`config.mk`:
```
export PLATFORM = sky130hd
export DESIGN_NAME = phase_timer_flat
export DESIGN_NICKNAME = d
export VERILOG_FILES = /design/src/rtl/traffic_pkg.sv /design/src/rtl/phase_timer_if.sv /design/src/rtl/phase_dur_regs.sv /design/src/rtl/phase_timer.sv /design/src/flat_wrapper.sv
export SDC_FILE = /design/constraint.sdc
export NUM_CORES = 1
export LEC_CHECK = 0
export ABC_AREA = 0
export BUFFER_PORTS_ARGS = -buffer_cell sky130_fd_sc_hd__buf_2
export CORE_UTILIZATION = 57
export DETAILED_ROUTE_END_ITERATION = 16
export PLACE_DENSITY = 0.86
export SLEW_MARGIN = 30
export SYNTH_ARGS = -nofsm -noshare
export SYNTH_HDL_FRONTEND = slang
export SYNTH_SLANG_ARGS = --single-unit
```
`constraint.sdc`:
```
create_clock -name clk -period 2.55 [get_ports clk]
set_input_delay 0.51 -clock clk [delete_from_list [all_inputs] [get_ports clk]]
set_output_delay 0.51 -clock clk [all_outputs]
set_load 0.01 [all_outputs]
```
`src/rtl/traffic_pkg.sv`:
```
// Shared definitions for the traffic-light controller: phase codes, default
// durations and duration-register select codes.
package traffic_pkg;

    // One-hot phase codes as seen on {fsm_g, fsm_y, fsm_r}
    localparam logic [2:0] PH_G    = 3'b100;
    localparam logic [2:0] PH_Y    = 3'b010;
    localparam logic [2:0] PH_R    = 3'b001;
    localparam logic [2:0] PH_NONE = 3'b000;

    // Default counter width and phase durations in ticks
    localparam int DEF_CNT_W  = 8;
    localparam int DEF_G_TIME = 30;
    localparam int DEF_Y_TIME = 3;
    localparam int DEF_R_TIME = 2;

    // Selects which duration register a configuration write targets
    typedef enum logic [1:0] {
        CFG_SEL_G    = 2'd0,
        CFG_SEL_Y    = 2'd1,
        CFG_SEL_R    = 2'd2,
        CFG_SEL_NONE = 2'd3
    } cfg_sel_e;

    // True only for one of the three legal phase codes
    function automatic logic is_one_hot(input logic [2:0] ph);
        return (ph == PH_G) || (ph == PH_Y) || (ph == PH_R);
    endfunction

endpackage

```
`src/rtl/phase_timer_if.sv`:
```
// Bundle between the traffic-light FSM (master) and the phase timer (slave).
// The cfg_* signals exist only when PHASE_TIMER_CFG_EN is defined.
interface phase_timer_if #(
    parameter int CNT_W = 8
);
    logic             tick_en;
    logic             fsm_g;
    logic             fsm_y;
    logic             fsm_r;
    logic             g_end;
    logic             y_end;
    logic             r_end;
    logic [CNT_W-1:0] remaining;
    logic             phase_err;
`ifdef PHASE_TIMER_CFG_EN
    logic             cfg_we;
    logic [1:0]       cfg_sel;
    logic [CNT_W-1:0] cfg_data;

    modport master (
        output tick_en, fsm_g, fsm_y, fsm_r, cfg_we, cfg_sel, cfg_data,
        input  g_end, y_end, r_end, remaining, phase_err
    );
    modport slave (
        input  tick_en, fsm_g, fsm_y, fsm_r, cfg_we, cfg_sel, cfg_data,
        output g_end, y_end, r_end, remaining, phase_err
    );
`else
    modport master (
        output tick_en, fsm_g, fsm_y, fsm_r,
        input  g_end, y_end, r_end, remaining, phase_err
    );
    modport slave (
        input  tick_en, fsm_g, fsm_y, fsm_r,
        output g_end, y_end, r_end, remaining, phase_err
    );
`endif
endinterface

```
`src/rtl/phase_dur_regs.sv`:
```
// Provides the duration for the current phase, clamped to at least 1 tick.
// With PHASE_TIMER_CFG_EN the durations live in writable registers,
// otherwise they are the constant parameters.
module phase_dur_regs
    import traffic_pkg::*;
#(
    parameter int CNT_W  = DEF_CNT_W,
    parameter int G_TIME = DEF_G_TIME,
    parameter int Y_TIME = DEF_Y_TIME,
    parameter int R_TIME = DEF_R_TIME
) (
`ifdef PHASE_TIMER_CFG_EN
    input  logic             clk,
    input  logic             rst,
    input  logic             cfg_we,
    input  logic [1:0]       cfg_sel,
    input  logic [CNT_W-1:0] cfg_data,
`endif
    input  logic [2:0]       ph,
    output logic [CNT_W-1:0] dur
);

    logic [CNT_W-1:0] g_raw;
    logic [CNT_W-1:0] y_raw;
    logic [CNT_W-1:0] r_raw;
    logic [CNT_W-1:0] sel_raw;

`ifdef PHASE_TIMER_CFG_EN
    logic [CNT_W-1:0] g_dur_q, g_dur_d;
    logic [CNT_W-1:0] y_dur_q, y_dur_d;
    logic [CNT_W-1:0] r_dur_q, r_dur_d;

    // Apply a configuration write to the selected register; select 3 is ignored
    always_comb begin
        g_dur_d = g_dur_q;
        y_dur_d = y_dur_q;
        r_dur_d = r_dur_q;
        if (cfg_we) begin
            case (cfg_sel_e'(cfg_sel))
                CFG_SEL_G: g_dur_d = cfg_data;
                CFG_SEL_Y: y_dur_d = cfg_data;
                CFG_SEL_R: r_dur_d = cfg_data;
                default:   ;
            endcase
        end
    end

    // Duration registers; readers see the old value during the write cycle
    always_ff @(posedge clk) begin
        if (rst) begin
            g_dur_q <= CNT_W'(G_TIME);
            y_dur_q <= CNT_W'(Y_TIME);
            r_dur_q <= CNT_W'(R_TIME);
        end else begin
            g_dur_q <= g_dur_d;
            y_dur_q <= y_dur_d;
            r_dur_q <= r_dur_d;
        end
    end

    assign g_raw = g_dur_q;
    assign y_raw = y_dur_q;
    assign r_raw = r_dur_q;
`else
    assign g_raw = CNT_W'(G_TIME);
    assign y_raw = CNT_W'(Y_TIME);
    assign r_raw = CNT_W'(R_TIME);
`endif

    // Pick the duration for the current phase and clamp zero up to one tick
    always_comb begin
        sel_raw = '0;
        case (ph)
            PH_G:    sel_raw = g_raw;
            PH_Y:    sel_raw = y_raw;
            PH_R:    sel_raw = r_raw;
            default: sel_raw = '0;
        endcase
        dur = (sel_raw == '0) ? CNT_W'(1) : sel_raw;
    end

endmodule

```
`src/rtl/phase_timer.sv`:
```
// Phase duration timer: detects phase entry, counts the phase duration down
// on tick_en strobes and returns a one-cycle end pulse for that phase.
// Optional feature macro: PHASE_TIMER_CFG_EN (runtime-writable durations).
module phase_timer
    import traffic_pkg::*;
#(
    parameter int CNT_W  = DEF_CNT_W,
    parameter int G_TIME = DEF_G_TIME,
    parameter int Y_TIME = DEF_Y_TIME,
    parameter int R_TIME = DEF_R_TIME
) (
    input logic         clk,
    input logic         rst,
    phase_timer_if.slave bus
);

    logic [2:0]       ph;
    logic             ph_valid;
    logic             entry;
    logic [CNT_W-1:0] dur;

    logic [2:0]       prev_phase_q, prev_phase_d;
    logic [CNT_W-1:0] remaining_q, remaining_d;
    logic             done_q, done_d;
    logic             phase_err_q, phase_err_d;
    logic [2:0]       end_q, end_d;

    assign ph       = {bus.fsm_g, bus.fsm_y, bus.fsm_r};
    assign ph_valid = is_one_hot(ph);
    assign entry    = ph_valid && (ph != prev_phase_q);

    phase_dur_regs #(
        .CNT_W  (CNT_W),
        .G_TIME (G_TIME),
        .Y_TIME (Y_TIME),
        .R_TIME (R_TIME)
    ) u_dur (
`ifdef PHASE_TIMER_CFG_EN
        .clk      (clk),
        .rst      (rst),
        .cfg_we   (bus.cfg_we),
        .cfg_sel  (bus.cfg_sel),
        .cfg_data (bus.cfg_data),
`endif
        .ph       (ph),
        .dur      (dur)
    );

    // Next-state for the counter: illegal phase parks, entry loads, ticks count down
    always_comb begin
        prev_phase_d = ph;
        remaining_d  = remaining_q;
        done_d       = done_q;
        phase_err_d  = !ph_valid;
        end_d        = 3'b000;
        if (!ph_valid) begin
            remaining_d = '0;
            done_d      = 1'b1;
        end else if (entry) begin
            remaining_d = dur;
            done_d      = 1'b0;
        end else if (!done_q && bus.tick_en) begin
            if (remaining_q > CNT_W'(1)) begin
                remaining_d = remaining_q - CNT_W'(1);
            end else begin
                remaining_d = '0;
                done_d      = 1'b1;
                end_d       = ph;
            end
        end
    end

    // Timer state and registered outputs
    always_ff @(posedge clk) begin
        if (rst) begin
            prev_phase_q <= PH_NONE;
            remaining_q  <= '0;
            done_q       <= 1'b0;
            phase_err_q  <= 1'b0;
            end_q        <= 3'b000;
        end else begin
            prev_phase_q <= prev_phase_d;
            remaining_q  <= remaining_d;
            done_q       <= done_d;
            phase_err_q  <= phase_err_d;
            end_q        <= end_d;
        end
    end

    assign bus.g_end     = end_q[2];
    assign bus.y_end     = end_q[1];
    assign bus.r_end     = end_q[0];
    assign bus.remaining = remaining_q;
    assign bus.phase_err = phase_err_q;

endmodule

```
`src/flat_wrapper.sv`:
```
// flat-port wrapper written by rule: the top's interface ports become plain ports
module phase_timer_flat import traffic_pkg::*;
#(
    parameter int CNT_W  = DEF_CNT_W,
    parameter int G_TIME = DEF_G_TIME,
    parameter int Y_TIME = DEF_Y_TIME,
    parameter int R_TIME = DEF_R_TIME
)
  (clk, rst, bus_tick_en, bus_fsm_g, bus_fsm_y, bus_fsm_r, bus_g_end, bus_y_end, bus_r_end, bus_remaining, bus_phase_err);
  phase_timer_if #(.CNT_W(CNT_W)) bus_i ();
  input logic clk;
  input logic rst;
  input wire logic [$bits(bus_i.tick_en)-1:0] bus_tick_en;
  input wire logic [$bits(bus_i.fsm_g)-1:0] bus_fsm_g;
  input wire logic [$bits(bus_i.fsm_y)-1:0] bus_fsm_y;
  input wire logic [$bits(bus_i.fsm_r)-1:0] bus_fsm_r;
  output wire logic [$bits(bus_i.g_end)-1:0] bus_g_end;
  output wire logic [$bits(bus_i.y_end)-1:0] bus_y_end;
  output wire logic [$bits(bus_i.r_end)-1:0] bus_r_end;
  output wire logic [$bits(bus_i.remaining)-1:0] bus_remaining;
  output wire logic [$bits(bus_i.phase_err)-1:0] bus_phase_err;
  assign bus_i.tick_en = bus_tick_en;
  assign bus_i.fsm_g = bus_fsm_g;
  assign bus_i.fsm_y = bus_fsm_y;
  assign bus_i.fsm_r = bus_fsm_r;
  assign bus_g_end = bus_i.g_end;
  assign bus_y_end = bus_i.y_end;
  assign bus_r_end = bus_i.r_end;
  assign bus_remaining = bus_i.remaining;
  assign bus_phase_err = bus_i.phase_err;
  phase_timer #(.CNT_W(CNT_W), .G_TIME(G_TIME), .Y_TIME(Y_TIME), .R_TIME(R_TIME)) u_core (.clk(clk), .rst(rst), .bus(bus_i));
endmodule
```
==> run summary <==
Hold Fails Final Rpt - 0
Fin util - 67.1%
CTS resizes - 0
Warnings, synthesis - 0
Starting Density - 61.3%
Final Max Slew Viols - 0
Clock root cell - clkbuf_4
Comb power frac - 25.1%
Max-Slew Margin vs Limit - 58.8%
Max Clock Skew - 0.00242 ns
Mux cell area share after synthesis - 1.08%
TNS Setup - 0 ns
Pin count of the biggest net entering global routing - 11
Critical Path RT - 2.75 ns
Largest cells by area after synthesis - dfxtp_1, nor2_1, nor3_1
Hold WS - 0.447 ns
Via/cell ratio - 5.92
Critical Path Source - u_core.bus.remaining[0]$_SDFFE_PP0P_
Synth top area share - 34.7%
Sw Share - 31.2%
PwrDens - 542 mW/mm2
Die X - 42.3 um
Cell Area, Synth - 923 um2
Commonest register cell after synthesis - dfxtp_1
Fin crit period - 1.82 ns
Worst min path class - input pin to register
Layout cell share with drive strength beyond 1 - 24.0%
Post-synthesis simple-gate area fraction - 35.0%
MaxCap Viol Count - 0
Detailed-route via count - 811
Fillers - 123
Max clock buf depth - 2
Die ar. - 0.00179 mm2
EDFF count, synth - 0
Cells after Synth - 105
Data arrival, critical path - 2.02 ns
Critical Path Fanout Max - 6
Clock slew at reported path FFs - 0.09 ns
Share of the yosys chip area belonging to registers - 34.7%
R2r worst-path depth - 7
CP Class - register to register
Global-route wire length before repair - 3020 um
Flops & latches, synth - 16
Clk_lat worst skew - 0.29 ns
P_leak - 0.468 nW
I/O pins - 18
Switching power - 0.000171 W
Total gr overflow - 0
Setup Buffers After CTS - 0
Routed WL per cell - 13.7 um
Max Fclk - 0.548 GHz
R2R setup slack - 0.73 ns
Nets - 131
Initial antenna violation count - 0
CTS tree - yes
Cts-stage hold buffer count - 0
Detail Placement HPWL - 1350 um
Worst R2R End - u_core.bus.remaining[4]$_SDFFE_PP0P_
DRC Markers - 0
Die height - 42.3 um
# diodes - 0
Pre-CTS WS - 0.626 ns
Clock share of power - 24.8%
Core area - 0.00151 mm2
Reg-to-reg startpoint - u_core.bus.remaining[0]$_SDFFE_PP0P_
Worst setup endpoint - u_core.bus.remaining[4]$_SDFFE_PP0P_
Worst slew pin tran - 0.617 ns
CP endpoint kind - register
Synth Area in Adders - 2.71%
Clk sinks - 16
Synth Area in XOR/XNOR - 3.79%
Syn avg cell area - 8.79 um2
VDD IR-drop max - 0.390 mV
Drt pass-1 iters - 4
CTS Buf Count - 3
Vias in the first global route - 703
Final worst setup slack - 0.725 ns
Ys async rst share - 0%
Placer Congestion - 0.830
Post-synthesis compound-gate area fraction - 17.2%
Final setup fails - 0
CTS H-tree depth - 1
Routed wire length - 1870 um
PortBufs - 17
Startpoint Class - register
# rows - 14
Combinational family with the most area after synthesis - simple AND/OR/NAND/NOR gates
Area delta synth->final - 9.49%
Crit share post-route - 71.6%
Sequential share of power - 50.2%
Synth unique cells - 38
Pint - 0.000377 W
Synthesized net count - 113
DRT iter0 DRCs - 35
Top cell type by total area after synthesis - dfxtp_1
Final ANT Viol Nets - 0
Gr usage total - 22.7%
Tot Pwr - 0.000548 W
RSZ-0062 raised after global routing - no
Status - completed
-- synthesized netlist by cell type, types with 3 or more instances --
| library cell | instances |
|---|---|
| a21oi_1 | 6 |
| and2_1 | 4 |
| dfxtp_1 | 16 |
| inv_1 | 3 |
| nand2_1 | 3 |
| nand2b_1 | 4 |
| nor2_1 | 14 |
| nor2b_1 | 4 |
| nor3_1 | 8 |
| nor3_2 | 3 |
| o211a_1 | 3 |
| xnor2_1 | 4 |
-- metal layers --
metal,vias to the layer above,global-route usage [%],routed length [um]
li1,408,-,-
met1,371,29.6,880
met2,27,34.2,864
met3,5,6.47,94
met4,0,11.3,35
met5,-,0,0
-- area by class of cell --
cell class,instances,area (um2),area share [%]
clock buffer,3,22.5,2.23
inverter,3,11.3,1.11
multi-input combinational,82,552,54.6
sequential,16,320,31.7
tap,16,20.0,1.98
timing repair buffer,17,85.1,8.42
-- cell usage in the layout (no fill, tap or decap), drive strengths merged, types with 3 or more instances in the layout --
| cell | n |
|---|---|
| buf | 17 |
| nand2b | 4 |
| a21oi | 7 |
| dfxtp | 16 |
| nor3 | 11 |
| clkbuf | 3 |
| xnor2 | 4 |
| nor3b | 3 |
| nor2 | 14 |
| and2 | 4 |
| o211a | 3 |
| nand2 | 3 |
| nor2b | 4 |
| inv | 3 |
-- stage by stage --
step / area, um2 / std cells
2_1_floorplan: 923 / 105
3_3_place_gp: 988 / 134
3_5_place_dp: 988 / 134
4_1_cts: 1010 / 137
5_1_grt: 1010 / 137
6_report: 1010 / 137
-- cell families (layout without fill, tap and decap cells) --
group / Yosys count / in the layout
AND/OR/NAND/NOR: 53 / 53
AO/OA/AOI/OAI: 22 / 22
flip-flops: 16 / 16
buffers and inverters: 7 / 23
XOR/XNOR: 4 / 4
adder cells (fa/ha/maj): 2 / 2
multiplexers: 1 / 1
-- registers in the layout, indices dropped and copies added, names as in the netlist --
register	cells
u_core.bus.remaining	8
u_core.end_q	3
u_core.prev_phase_q	3
u_core.bus.phase_err	1
u_core.done_q	1
-- power groups by stage --
stage	Sequential [W]	Combinational, W	Clock [W]
after detailed placement	0.000280	0.000135	0
final	0.000275	0.000137	0.000136
after floorplan	0.000279	0.000108	0
after global routing	0.000276	0.000151	0.000149
after global placement	0.000279	0.000131	0
after CTS	0.000274	0.000136	0.000138
-- worst min path at each step --
stage | from | end | slack (ns) | cells past startpoint
after floorplan | u_core.bus.remaining[6]$_SDFFE_PP0P_ | u_core.bus.remaining[6]$_SDFFE_PP0P_ | 0.58 | 2
after global placement | u_core.bus.remaining[6]$_SDFFE_PP0P_ | u_core.bus.remaining[6]$_SDFFE_PP0P_ | 0.56 | 2
after detailed placement | u_core.bus.remaining[6]$_SDFFE_PP0P_ | u_core.bus.remaining[6]$_SDFFE_PP0P_ | 0.57 | 2
after CTS | rst | u_core.done_q$_SDFFE_PP0P_ | 0.45 | 2
after global routing | rst | u_core.prev_phase_q[2]$_SDFF_PP0_ | 0.45 | 2
final | rst | u_core.prev_phase_q[2]$_SDFF_PP0_ | 0.45 | 2
-- critical path, cell delays in order, from the launching register on --
cell and delay [ns]:
dfxtp_1 0.37, inv_1 0.09, ha_1 0.23, nor2_1 0.11, nor4b_2 0.58, a21o_1 0.14, o31ai_1 0.07, o211a_1 0.14
No activity file was read; power rests on OpenSTA's default activity.
